## src/rtl/instr_mem_loader_pkg.sv

```systemverilog
// Shared definitions for the instruction-memory loader.
//   WORD           width of byte addresses
//   INSTR_LEN      width of one instruction
//   loader_state_e loader FSM state encodings
package instr_mem_loader_pkg;

  localparam int unsigned WORD      = 32;
  localparam int unsigned INSTR_LEN = 32;

  typedef enum logic [2:0] {
    LoaderLen   = 3'd0,
    LoaderData  = 3'd1,
    LoaderWrite = 3'd2,
    LoaderDone  = 3'd3,
    LoaderError = 3'd4
  } loader_state_e;

endpackage

```

## src/rtl/instr_mem_loader_byte_assembler.sv

```systemverilog
// Collects four little-endian bytes into one 32-bit word.
//   clk      in   system clock
//   reset    in   synchronous active-high reset
//   clear    in   drop any partially collected bytes
//   load     in   data is accepted this cycle
//   data     in   incoming byte
//   word     out  assembled word, valid while complete is high
//   complete out  the byte accepted this cycle is the 4th of a word
module byte_assembler (
  input  logic        clk,
  input  logic        reset,
  input  logic        clear,
  input  logic        load,
  input  logic [7:0]  data,
  output logic [31:0] word,
  output logic        complete
);

  // Only the three earlier bytes need storing; the 4th is taken straight from the input so the
  // word is available in the same cycle it completes.
  logic [23:0] shift_q;
  logic [1:0]  cnt_q;

  always_ff @(posedge clk) begin
    if (reset || clear) begin
      shift_q <= '0;
      cnt_q   <= '0;
    end else if (load) begin
      shift_q <= {data, shift_q[23:8]};
      cnt_q   <= cnt_q + 2'd1;
    end
  end

  always_comb begin
    complete = load && (cnt_q == 2'd3);
    word     = {data, shift_q};
  end

endmodule

```

## src/rtl/instr_mem_loader.sv

```systemverilog
// Loads a program from a little-endian byte stream into instruction memory. The stream is a
// 4-byte instruction count N followed by N 4-byte instructions; the CPU is held in reset
// until all N instructions have been written.
//   clk          in   system clock
//   reset        in   synchronous active-high reset
//   start        in   re-arm pulse, honoured in DONE or ERROR only
//   in_data      in   stream byte
//   in_valid     in   in_data is valid
//   in_ready     out  loader accepts in_data this cycle
//   wr_en        out  one-cycle instruction-memory write strobe
//   wr_addr      out  byte address of the write
//   wr_data      out  assembled instruction
//   cpu_hold     out  keep the processor in reset
//   done         out  image loaded successfully
//   error        out  count exceeded MAX_INSTR
//   instr_count  out  instruction count from the header
module instr_mem_loader
  import instr_mem_loader_pkg::*;
#(
  parameter int unsigned     MAX_INSTR = 256,
  parameter logic [WORD-1:0] BASE_ADDR = '0
) (
  input  logic                 clk,
  input  logic                 reset,
  input  logic                 start,
  input  logic [7:0]           in_data,
  input  logic                 in_valid,
  output logic                 in_ready,
  output logic                 wr_en,
  output logic [WORD-1:0]      wr_addr,
  output logic [INSTR_LEN-1:0] wr_data,
  output logic                 cpu_hold,
  output logic                 done,
  output logic                 error,
  output logic [31:0]          instr_count
);

  loader_state_e state_q, state_d;

  logic [31:0]          idx_q;
  logic [WORD-1:0]      addr_q;
  logic [INSTR_LEN-1:0] data_q;
  logic [31:0]          count_q;

  logic        accept;
  logic        asm_load;
  logic        asm_complete;
  logic [31:0] asm_word;
  logic        rearm;

  assign accept   = in_valid && in_ready;
  // Bytes taken in ERROR are only drained, never assembled.
  assign asm_load = accept && ((state_q == LoaderLen) || (state_q == LoaderData));
  assign rearm    = start && ((state_q == LoaderDone) || (state_q == LoaderError));

  byte_assembler u_byte_assembler (
    .clk      (clk),
    .reset    (reset),
    .clear    (rearm),
    .load     (asm_load),
    .data     (in_data),
    .word     (asm_word),
    .complete (asm_complete)
  );

  // State register.
  always_ff @(posedge clk) begin
    if (reset) begin
      state_q <= LoaderLen;
    end else begin
      state_q <= state_d;
    end
  end

  // Next-state logic.
  always_comb begin
    state_d = state_q;
    unique case (state_q)
      LoaderLen: begin
        if (asm_complete) begin
          if (asm_word > MAX_INSTR) begin
            state_d = LoaderError;
          end else if (asm_word == 32'd0) begin
            state_d = LoaderDone;
          end else begin
            state_d = LoaderData;
          end
        end
      end
      LoaderData: begin
        if (asm_complete) state_d = LoaderWrite;
      end
      LoaderWrite: begin
        state_d = (32'(idx_q + 32'd1) == count_q) ? LoaderDone : LoaderData;
      end
      LoaderDone, LoaderError: begin
        if (start) state_d = LoaderLen;
      end
      default: state_d = LoaderLen;
    endcase
  end

  // Datapath: header count, instruction word, index and write address.
  always_ff @(posedge clk) begin
    if (reset) begin
      idx_q   <= '0;
      addr_q  <= BASE_ADDR;
      data_q  <= '0;
      count_q <= '0;
    end else if (rearm) begin
      idx_q   <= '0;
      addr_q  <= BASE_ADDR;
      count_q <= '0;
    end else begin
      if ((state_q == LoaderLen) && asm_complete) count_q <= asm_word;
      if ((state_q == LoaderData) && asm_complete) data_q <= asm_word;
      if (state_q == LoaderWrite) begin
        idx_q  <= idx_q + 32'd1;
        addr_q <= addr_q + WORD'(4);
      end
    end
  end

  // Outputs.
  always_comb begin
    in_ready = 1'b0;
    wr_en    = 1'b0;
    cpu_hold = 1'b1;
    done     = 1'b0;
    error    = 1'b0;
    unique case (state_q)
      LoaderLen:   in_ready = 1'b1;
      LoaderData:  in_ready = 1'b1;
      LoaderWrite: wr_en    = 1'b1;
      LoaderDone: begin
        done     = 1'b1;
        cpu_hold = 1'b0;
      end
      LoaderError: begin
        in_ready = 1'b1;
        error    = 1'b1;
      end
      default: ;
    endcase
  end

  assign wr_addr     = addr_q;
  assign wr_data     = data_q;
  assign instr_count = count_q;

endmodule
```

## config.mk

```make
export PLATFORM = sky130hd
export DESIGN_NAME = instr_mem_loader
export DESIGN_NICKNAME = d
export VERILOG_FILES = /design/src/rtl/instr_mem_loader_pkg.sv /design/src/rtl/instr_mem_loader_byte_assembler.sv /design/src/rtl/instr_mem_loader.sv
export SDC_FILE = /design/constraint.sdc
export NUM_CORES = 1
export LEC_CHECK = 0
export ABC_AREA = 1
export ABC_CLOCK_PERIOD_IN_PS = 2100
export CORE_AREA = 2 2 123 137
export CTS_CLUSTER_SIZE = 24
export DETAILED_ROUTE_END_ITERATION = 12
export DIE_AREA = 0 0 125 139
export PLACE_DENSITY_LB_ADDON = 0.2
export REMOVE_ABC_BUFFERS = 1
export SKIP_LAST_GASP = 1
export SYNTH_ARGS = -nofsm -noshare
export SYNTH_HDL_FRONTEND = slang
export SYNTH_SLANG_ARGS = --single-unit
```

## constraint.sdc

```tcl
create_clock -name clk -period 2.1 [get_ports clk]
set_clock_uncertainty 0.1 [all_clocks]
set_input_delay 0.42 -clock clk [delete_from_list [all_inputs] [get_ports clk]]
set_output_delay 0.42 -clock clk [all_outputs]
set_load 0.05 [all_outputs]
```

* Yosys cells after proc, flatten, opt, wreduce, memory -nomap -nowiden
Cells that the tools add are included.
Widths: inputs -> output; s select.
** Operators by class
- Add/sub/neg operators :: 3
- Magnitude comparators :: 1
- Equality and inequality tests :: 9
- Multiplexer cells :: 12
- Bitwise operators :: 1
- Reduce and logical (&&, ||, !) cells :: 16
** Operator list (count)
- $add 32x1->32 const B :: 1
- $add 32x3->32 const B :: 1
- $eq 32x32->1 :: 1
- $gt 32x9->1 const B :: 1
- $logic_not 32->1 :: 1
- $mux 3 :: 4
- $pmux 3 s4 :: 1
- $eq 3x2->1 const B :: 2
- $logic_and 1x1->1 :: 6
- $ne 2x2->1 const B :: 3
- $mux 1 :: 5
- $mux 2 :: 2
- $reduce_or 2->1 :: 2
- $eq 3x1->1 const B :: 1
- $eq 3x3->1 const B :: 1
- $logic_not 3->1 :: 1
- $logic_or 1x1->1 :: 3
- $reduce_and 3->1 :: 1
- $reduce_or 3->1 :: 1
- $add 2x1->2 const B :: 1
- $eq 2x2->1 const B :: 1
- $reduce_and 2->1 :: 1
- $not 1->1 :: 1
** Storage, ports and cells
- Register bits after elaboration :: 157
- Input port bits :: 12
- Output and inout port bits :: 101
- Logic and storage cells :: 49

* Depth between registers and ports, before layout
Gate-level depths: netlist of run 1.
- Depth in word-level cells :: 8
- Gate-level depth with buffers :: 17
- Gate-level depth less buffers :: 17

* Cells and area by module
Synthesis of run 1 repeated with hierarchy kept, for this count alone.
** Unflattened totals
- Cell total of the unflattened synthesis :: 1241
- Area, all modules :: 8003.9 µm²
** Modules (own cells, without submodules)
- instr_mem_loader :: times used 1, cells an instance 1066, area each 6841.6 µm², seq. area each 2582.5 µm²
- byte_assembler :: times used 1, cells an instance 175, area each 1162.4 µm², seq. area each 520.5 µm²

* Worst setup path before layout of run 1
Ideal clock, no wire load.
- Path kind :: reg-to-reg
- From :: register state_q[1]
- To :: register idx_q[3]
- Setup time :: 159 ps
- Arrival time :: 3130 ps
- Data required time :: 1841 ps
- Setup slack :: -1289 ps
- Cell stages (with the launch flop) :: 10
- Period minus slack after synthesis :: 3389 ps
- Cell sequence :: dfxtp_1 -> inv_1 -> nor3_1 -> inv_1 -> o21ai_0 -> a21oi_1 -> buf_2 -> clkbuf_1 -> o21ai_0 -> a21oi_1
** On the way
- Word-level cells in the longest chain between the ends :: 4
- Elaborated cells between the ends (all ways) :: 6
** Ends and longest elaborated chain
- from (decl) :: line instr_mem_loader.sv:38 : loader_state_e state_q, state_d;
- from (signal assigned) :: line instr_mem_loader.sv:69 : state_q <= LoaderLen;
- from (signal assigned) :: line instr_mem_loader.sv:71 : state_q <= state_d;
- $eq 3x2->1 or $eq 3x3->1 (tied branches) :: line instr_mem_loader.sv:54 : assign rearm = start && ((state_q == LoaderDone) || (state_q == LoaderError));
- $logic_or 1x1->1 :: line instr_mem_loader.sv:54
- $logic_and 1x1->1 :: line instr_mem_loader.sv:54
- $reduce_or 2->1 (no line)
- to (signal assigned) :: line instr_mem_loader.sv:118 : idx_q <= idx_q + 32'd1;
- to (decl) :: line instr_mem_loader.sv:40 : logic [31:0] idx_q;
Several ways; a longest one is shown, not always the timed one.
A chain may end at the register's enable or synchronous reset.

* Worst setup path in the final report of run 1
- From :: register idx_q[0]
- To :: register state_q[1]
** On the way
- Word-level cells in the longest chain between the ends :: 4
** Ends and longest elaborated chain
- $add 32x1->32 :: line instr_mem_loader.sv:94 : state_d = (32'(idx_q + 32'd1) == count_q) ? LoaderDone : LoaderData;
- $eq 32x32->1 :: line instr_mem_loader.sv:94
- $mux 2 :: line instr_mem_loader.sv:94
- $pmux 3 s4 :: line instr_mem_loader.sv:78 : unique case (state_q)
Every way passes these cells.

==> metrics.txt, run 1 <==
first-pass GRT wire length=37600 microns; I/O pin cnt=113; Critical Path Sink Type=flop; Die H=139 microns; TritonCTS Sinks=155; Leak=0.00487 uW; final setup vio count=2; # diodes=0; final worst path period need=2.25 ns; max frequency=445 MHz; Global Route Usage Sum=26.2%; CTS Root Cell=clkbuf_16; Worst EP arrival=2.50 ns; critical path fanouts, max=5; Seq/Total Area, Yosys=40.3%; cts hold-fix bufs=0; Area Growth Syn to Fin=39.6%; DR vias=8371; failing checks=setup timing; Hold WC Path Type=reg2reg; Mapped Cells=1154; Horiz. Die Dim=125 microns; status=finished with violations; H-tree lvl count=4; CP peak stage delay=0.37 ns; core area=16100 sq um; grt ovf=0; Crit. Startpoint=idx_q[0]; most frequent cells in the layout=305 x nand2_1, 153 x buf_4, 141 x dfxtp_1; worst hold margin=0.358 ns; Worst-path clk slew=0.07 ns; GP Congestion=0.912; # fillers=1390; # port buffers=110; Reg-to-Reg Start=idx_q[0]; DP HPWL=16500 microns; remaining antenna violation count=0; row count=49; maximum VDD drop=551 uV; drt pass-1 iters=6; final net count=1383; WHS Endpoint=wr_data[31]; CTS tree=built; max-slew violations=0; Setup WS pre-CTS=-0.183 ns; most common cell after layout, fill and taps aside=nand2_1; Pwr per Cell Area=597 nW/um^2; DRC Markers=0; CP cell instances=ha_4 -> nand2_4 -> nor2_4 -> buf_6 -> nand2_4 -> nor2_4 -> buf_6 -> nand3_1 -> nand3_1 -> nand2_1 -> nor2_1 -> nand2_1 -> nor2_1 -> nand3_1 -> nand2_1 -> nand2_1 -> a21oi_2; die area=17400 sq um; vias in the first global route=7707; crit start category=flop; Final Cycle Share=107%; slowest CP cell=dfxtp_4; async set-reset flop share out of synthesis=0%; Hold Crit Depth=2; max-cap violations=0; max_slew headroom=66.1%; PnR worst setup slack=-0.146 ns; clk buf depth=2; Final Hold Fails=0; Reg2Reg Depth=17; Clock Latency Late Sink=0.44 ns; Buf/Inv on CP=2; initial DRC count=747; worst slew pin tran=0.508 ns; total CTS buffers=17; syn_area_per_cell=6.68 sq um; initial antenna violation count=0; RSZ-0062 raised after global routing=yes; RR Endpoint=state_q[1]; hold path startpoint=wr_data[31]; cell mode on critical path=nand2_1; prevailing post-synth register cell=dfxtp_1; Synth cell types=42; total wire length=24200 microns; Ys Warns=0; average routed wire per standard cell=15.3 microns; critical setup path kind=reg2reg; critical path data required time=2.36 ns; Crit path max-delay family=simple AND/OR/NAND/NOR gates; largest net degree at the start of global routing=42; DR vias/cell=5.28; initial cell density of the core=48.0%; flops & latches, synth=155; share of cells above drive strength 1=21.9%; area occupied by multi-input gates=4180 sq um; Post-synth EDFFs=0; Mapped Area=7710 sq um; Storage cell area=3130 sq um; Reg2Reg Setup Slack=-0.15 ns
## cell type report
cell class                 count  share of cell area, %
inverter                     135                   4.80
timing repair buffer         238                   19.6
clock buffer                  17                   3.95
clock inverter                15                   1.43
sequential                   155                   29.0
tap                          204                   2.37
multi-input combinational    821                   38.8
## timing repair
item,in CTS,in global routing
cloned,0,2
setup buffers,13,11
pin swaps,16,31
setup endpoints to repair,56,42
gates resized for setup,80,71
## flip-flops by register name, summed over array words and instances (netlist names)
register / cells
idx_q: 32
instr_count: 32
wr_data: 32
wr_addr: 30
u_byte_assembler.shift_q: 24
state_q: 3
u_byte_assembler.cnt_q: 2
## Yosys cell counts, drive strengths merged, types with 2 or more instances
| library cell | count | area share, % |
|---|---|---|
| nor3 | 23 | 1.7 |
| a31oi | 3 | 0.24 |
| xnor2 | 3 | 0.34 |
| nand3 | 110 | 7.6 |
| clkinv | 2 | 0.097 |
| nand2 | 326 | 16 |
| nor4 | 9 | 1.0 |
| xor2 | 16 | 1.8 |
| o21ai | 62 | 4.0 |
| inv | 133 | 6.5 |
| a21oi | 133 | 8.6 |
| xnor3 | 2 | 0.58 |
| or2 | 3 | 0.24 |
| dfxtp | 155 | 40 |
| buf | 10 | 0.70 |
| o21a | 2 | 0.19 |
| nand3b | 2 | 0.19 |
| ha | 3 | 0.49 |
| nand4 | 3 | 0.24 |
| nor2 | 106 | 6.1 |
| clkbuf | 34 | 1.7 |
| o211ai | 9 | 0.88 |
## worst reg2reg max path: stages, from the launching register on
cell and delay, ns:
dfxtp_4 0.37, ha_4 0.15, nand2_4 0.06, nor2_4 0.14
buf_6 0.13, nand2_4 0.08, nor2_4 0.21, buf_6 0.13
nand3_1 0.08, nand3_1 0.08, nand2_1 0.05, nor2_1 0.08
nand2_1 0.06, nor2_1 0.08, nand3_1 0.11, nand2_1 0.08
nand2_1 0.06, a21oi_2 0.12
## power breakdown
| group | leakage (uW) | internal (uW) | switching [uW] |
|---|---|---|---|
| combinational | 0.00334 | 135 | 224 |
| clock | 0.000276 | 1670 | 1390 |
| sequential | 0.00126 | 2970 | 36.4 |
## how the worst max path moves through the flow
| stage | to | slack (ns) | cells after the start |
|---|---|---|---|
| floorplan | idx_q[10] | -2.29 | 9 |
| global placement | state_q[0] | -0.15 | 9 |
| detailed placement | state_q[1] | -0.18 | 17 |
| CTS | state_q[1] | -0.09 | 16 |
| global route | state_q[1] | -0.32 | 14 |
| finish | state_q[1] | -0.15 | 17 |
## per-layer routing
layer	vias up	GRT usage, %	routed length, microns
li1	4169	-	-
met1	3872	35.0	10300
met2	276	42.3	11700
met3	54	4.40	1470
met4	0	10.5	718
met5	-	0	0
## cell families after synthesis
family	Yosys count	synth area share (%)
AND/OR/NAND/NOR	585	33.5
AO/OA/AOI/OAI	210	14.1
adder cells (fa/ha/maj)	3	0.487
buffers and inverters	179	8.93
flip-flops	155	40.3
other	1	0.0486
XOR/XNOR	21	2.74
## stage by stage
stage	setup TNS (ns)	util (%)	total power, uW	cell area (sq um)	cells
after global placement	-0.333	60.2	3420	9680	1527
after floorplan	-259.23	-	3230	7530	1111
after global routing	-0.833	67.0	6600	10800	1585
final	-0.254	67.0	6430	10800	1585
after detailed placement	-0.407	60.2	3420	9680	1527
after CTS	-0.160	64.8	6440	10400	1572
Power figures use the tool's default switching activity.
==> run 2, diff against run 1 <==
- ABC_CLOCK_PERIOD_IN_PS: 2100 -> 2600
- CORE_AREA: 2 2 123 137 -> 2 2 116 130
- DIE_AREA: 0 0 125 139 -> 0 0 118 132
- clock period: 2.1 -> 2.6 ns (I/O delays scaled with it)
==> metrics.txt, run 2 (synthesized netlist as in run 1, its figures left out) <==
maximum VDD drop=412 uV; max-slew violations=0; die area=15600 sq um; switching share of power=22.8%; I/O pin cnt=113; total wire length=21200 microns; Global Route Usage Sum=27.4%; H-tree lvl count=4; share of cells above drive strength 1=6.93%; CTS Root Cell=clkbuf_16; initial DRC count=674; PnR worst setup slack=0.118 ns; Die H=132 microns; setup_tns=0 ns; clk buf depth=2; TritonCTS Sinks=155; M2 GR Usage=44.4%; GP Congestion=0.906; Final Hold Fails=0; vias in the first global route=7175; most frequent cells in the layout=322 x nand2_1, 154 x dfxtp_1, 132 x a21oi_1; Comb power frac=4.7%; critical path data required time=1.98 ns; Area Growth Syn to Fin=25.5%; GR Util met1=36.3%; Pwr per Cell Area=544 nW/um^2; max-cap violations=0; max_slew headroom=63.0%; row count=46; most common cell after layout, fill and taps aside=nand2_1; Leak=0.00368 uW; grt ovf=0; grt peak-use layer=met2; crit start category=flop; total CTS buffers=17; M3 GR Usage=4.97%; Horiz. Die Dim=118 microns; final worst path period need=2.48 ns; net switching power=1200 uW; worst slew pin tran=0.553 ns; Final Cycle Share=95.5%; DP HPWL=14900 microns; critical path fanouts, max=6; largest net degree at the start of global routing=61; share of power burned in registers=46.2%; critical setup path kind=reg2out; Pint=4060 uW; drt pass-1 iters=7; status=completed; Worst-path clk slew=0.06 ns; DR vias=7781; Clock Latency Late Sink=0.43 ns; CTS tree=built; # diodes=0; remaining antenna violation count=0; average routed wire per standard cell=14.5 microns; clock network fraction of total power=49.1%; final setup vio count=0; RSZ-0062 raised after global routing=no; first-pass GRT wire length=34900 microns; # port buffers=110; Setup WS pre-CTS=0.100 ns; initial antenna violation count=0; max frequency=403 MHz; DRC Markers=0; initial cell density of the core=54.2%; Critical Path Sink Type=output pin; Hold WC Path Type=reg2reg; Worst EP arrival=1.86 ns; DR vias/cell=5.33; core area=14200 sq um; final net count=1272
[run 2: cell count changes in the layout (fill, tap and decap cells not counted), moves of 13 or more]
cell             previous run  this run
dfxtp_1                   141       154
clkdlybuf4s50_1            11       106
buf_4                     153        15
nand2_1                   305       322
dlygate4sd2_1              46         2
nand2_2                    16         3
nor2_1                     77        92
[run 2: final timing paths]
check	from	endpoint	slack, ns	cells past startpoint
worst min register to register	wr_data[25]	wr_data[25]	0.36	2
worst max register to register	idx_q[2]	state_q[1]	0.26	14
worst min-delay path	wr_data[25]	wr_data[25]	0.36	2
worst max-delay path	state_q[0]	in_ready	0.12	2
[run 2: critical path, cell delays in order (launching register included)]
cell	delay (ns)
dfxtp_1	0.37
a21oi_1	0.23
clkdlybuf4s50_1	0.84
[run 2: layer usage]
layer	wire length (microns)	vias to the layer above
met4	497	0
met3	1210	38
li1	-	3933
met1	9530	3542
met2	10000	268
met5	0	-
[run 2: power groups by stage]
| stage | sequential [uW] | combinational [uW] | clock, uW |
|---|---|---|---|
| after floorplan | 2500 | 108 | 0 |
| after global placement | 2480 | 238 | 0 |
| after detailed placement | 2480 | 241 | 0 |
| after CTS | 2430 | 242 | 2600 |
| after global routing | 2430 | 267 | 2710 |
| final | 2430 | 245 | 2590 |
[run 2: stage by stage]
| step | instances | utilization, % | area [sq um] | hold WS, ns | power, uW |
|---|---|---|---|---|---|
| after floorplan | 1111 | - | 7530 | 0.345 | 2610 |
| after global placement | 1430 | 63.7 | 9060 | 0.349 | 2720 |
| after detailed placement | 1430 | 63.7 | 9060 | 0.354 | 2720 |
| after CTS | 1461 | 68.0 | 9670 | 0.363 | 5270 |
| after global routing | 1461 | 68.1 | 9680 | 0.378 | 5410 |
| final | 1461 | 68.1 | 9680 | 0.360 | 5260 |
[run 2: cell type report]
cell class / instances / area, sq um
fillers: 1246 / 4540
multi-input cells: 821 / 3940
flip-flops and latches: 155 / 3100
repair buffers: 127 / 1270
inverters: 135 / 507
clock buffers: 21 / 470
well taps: 192 / 240
clock inverters: 10 / 141
[run 2: what timing repair did]
action                     in CTS  in global routing
hold buffers                    0                  0
setup endpoints to repair       2                  1
buffers inserted                0                  0
resized for setup               2                  2
==> run 3, diff against run 2 <==
- CAP_MARGIN: not set -> 0
==> results of run 3 <==
Final layout, timing and power as in run 2 (identical DEF).
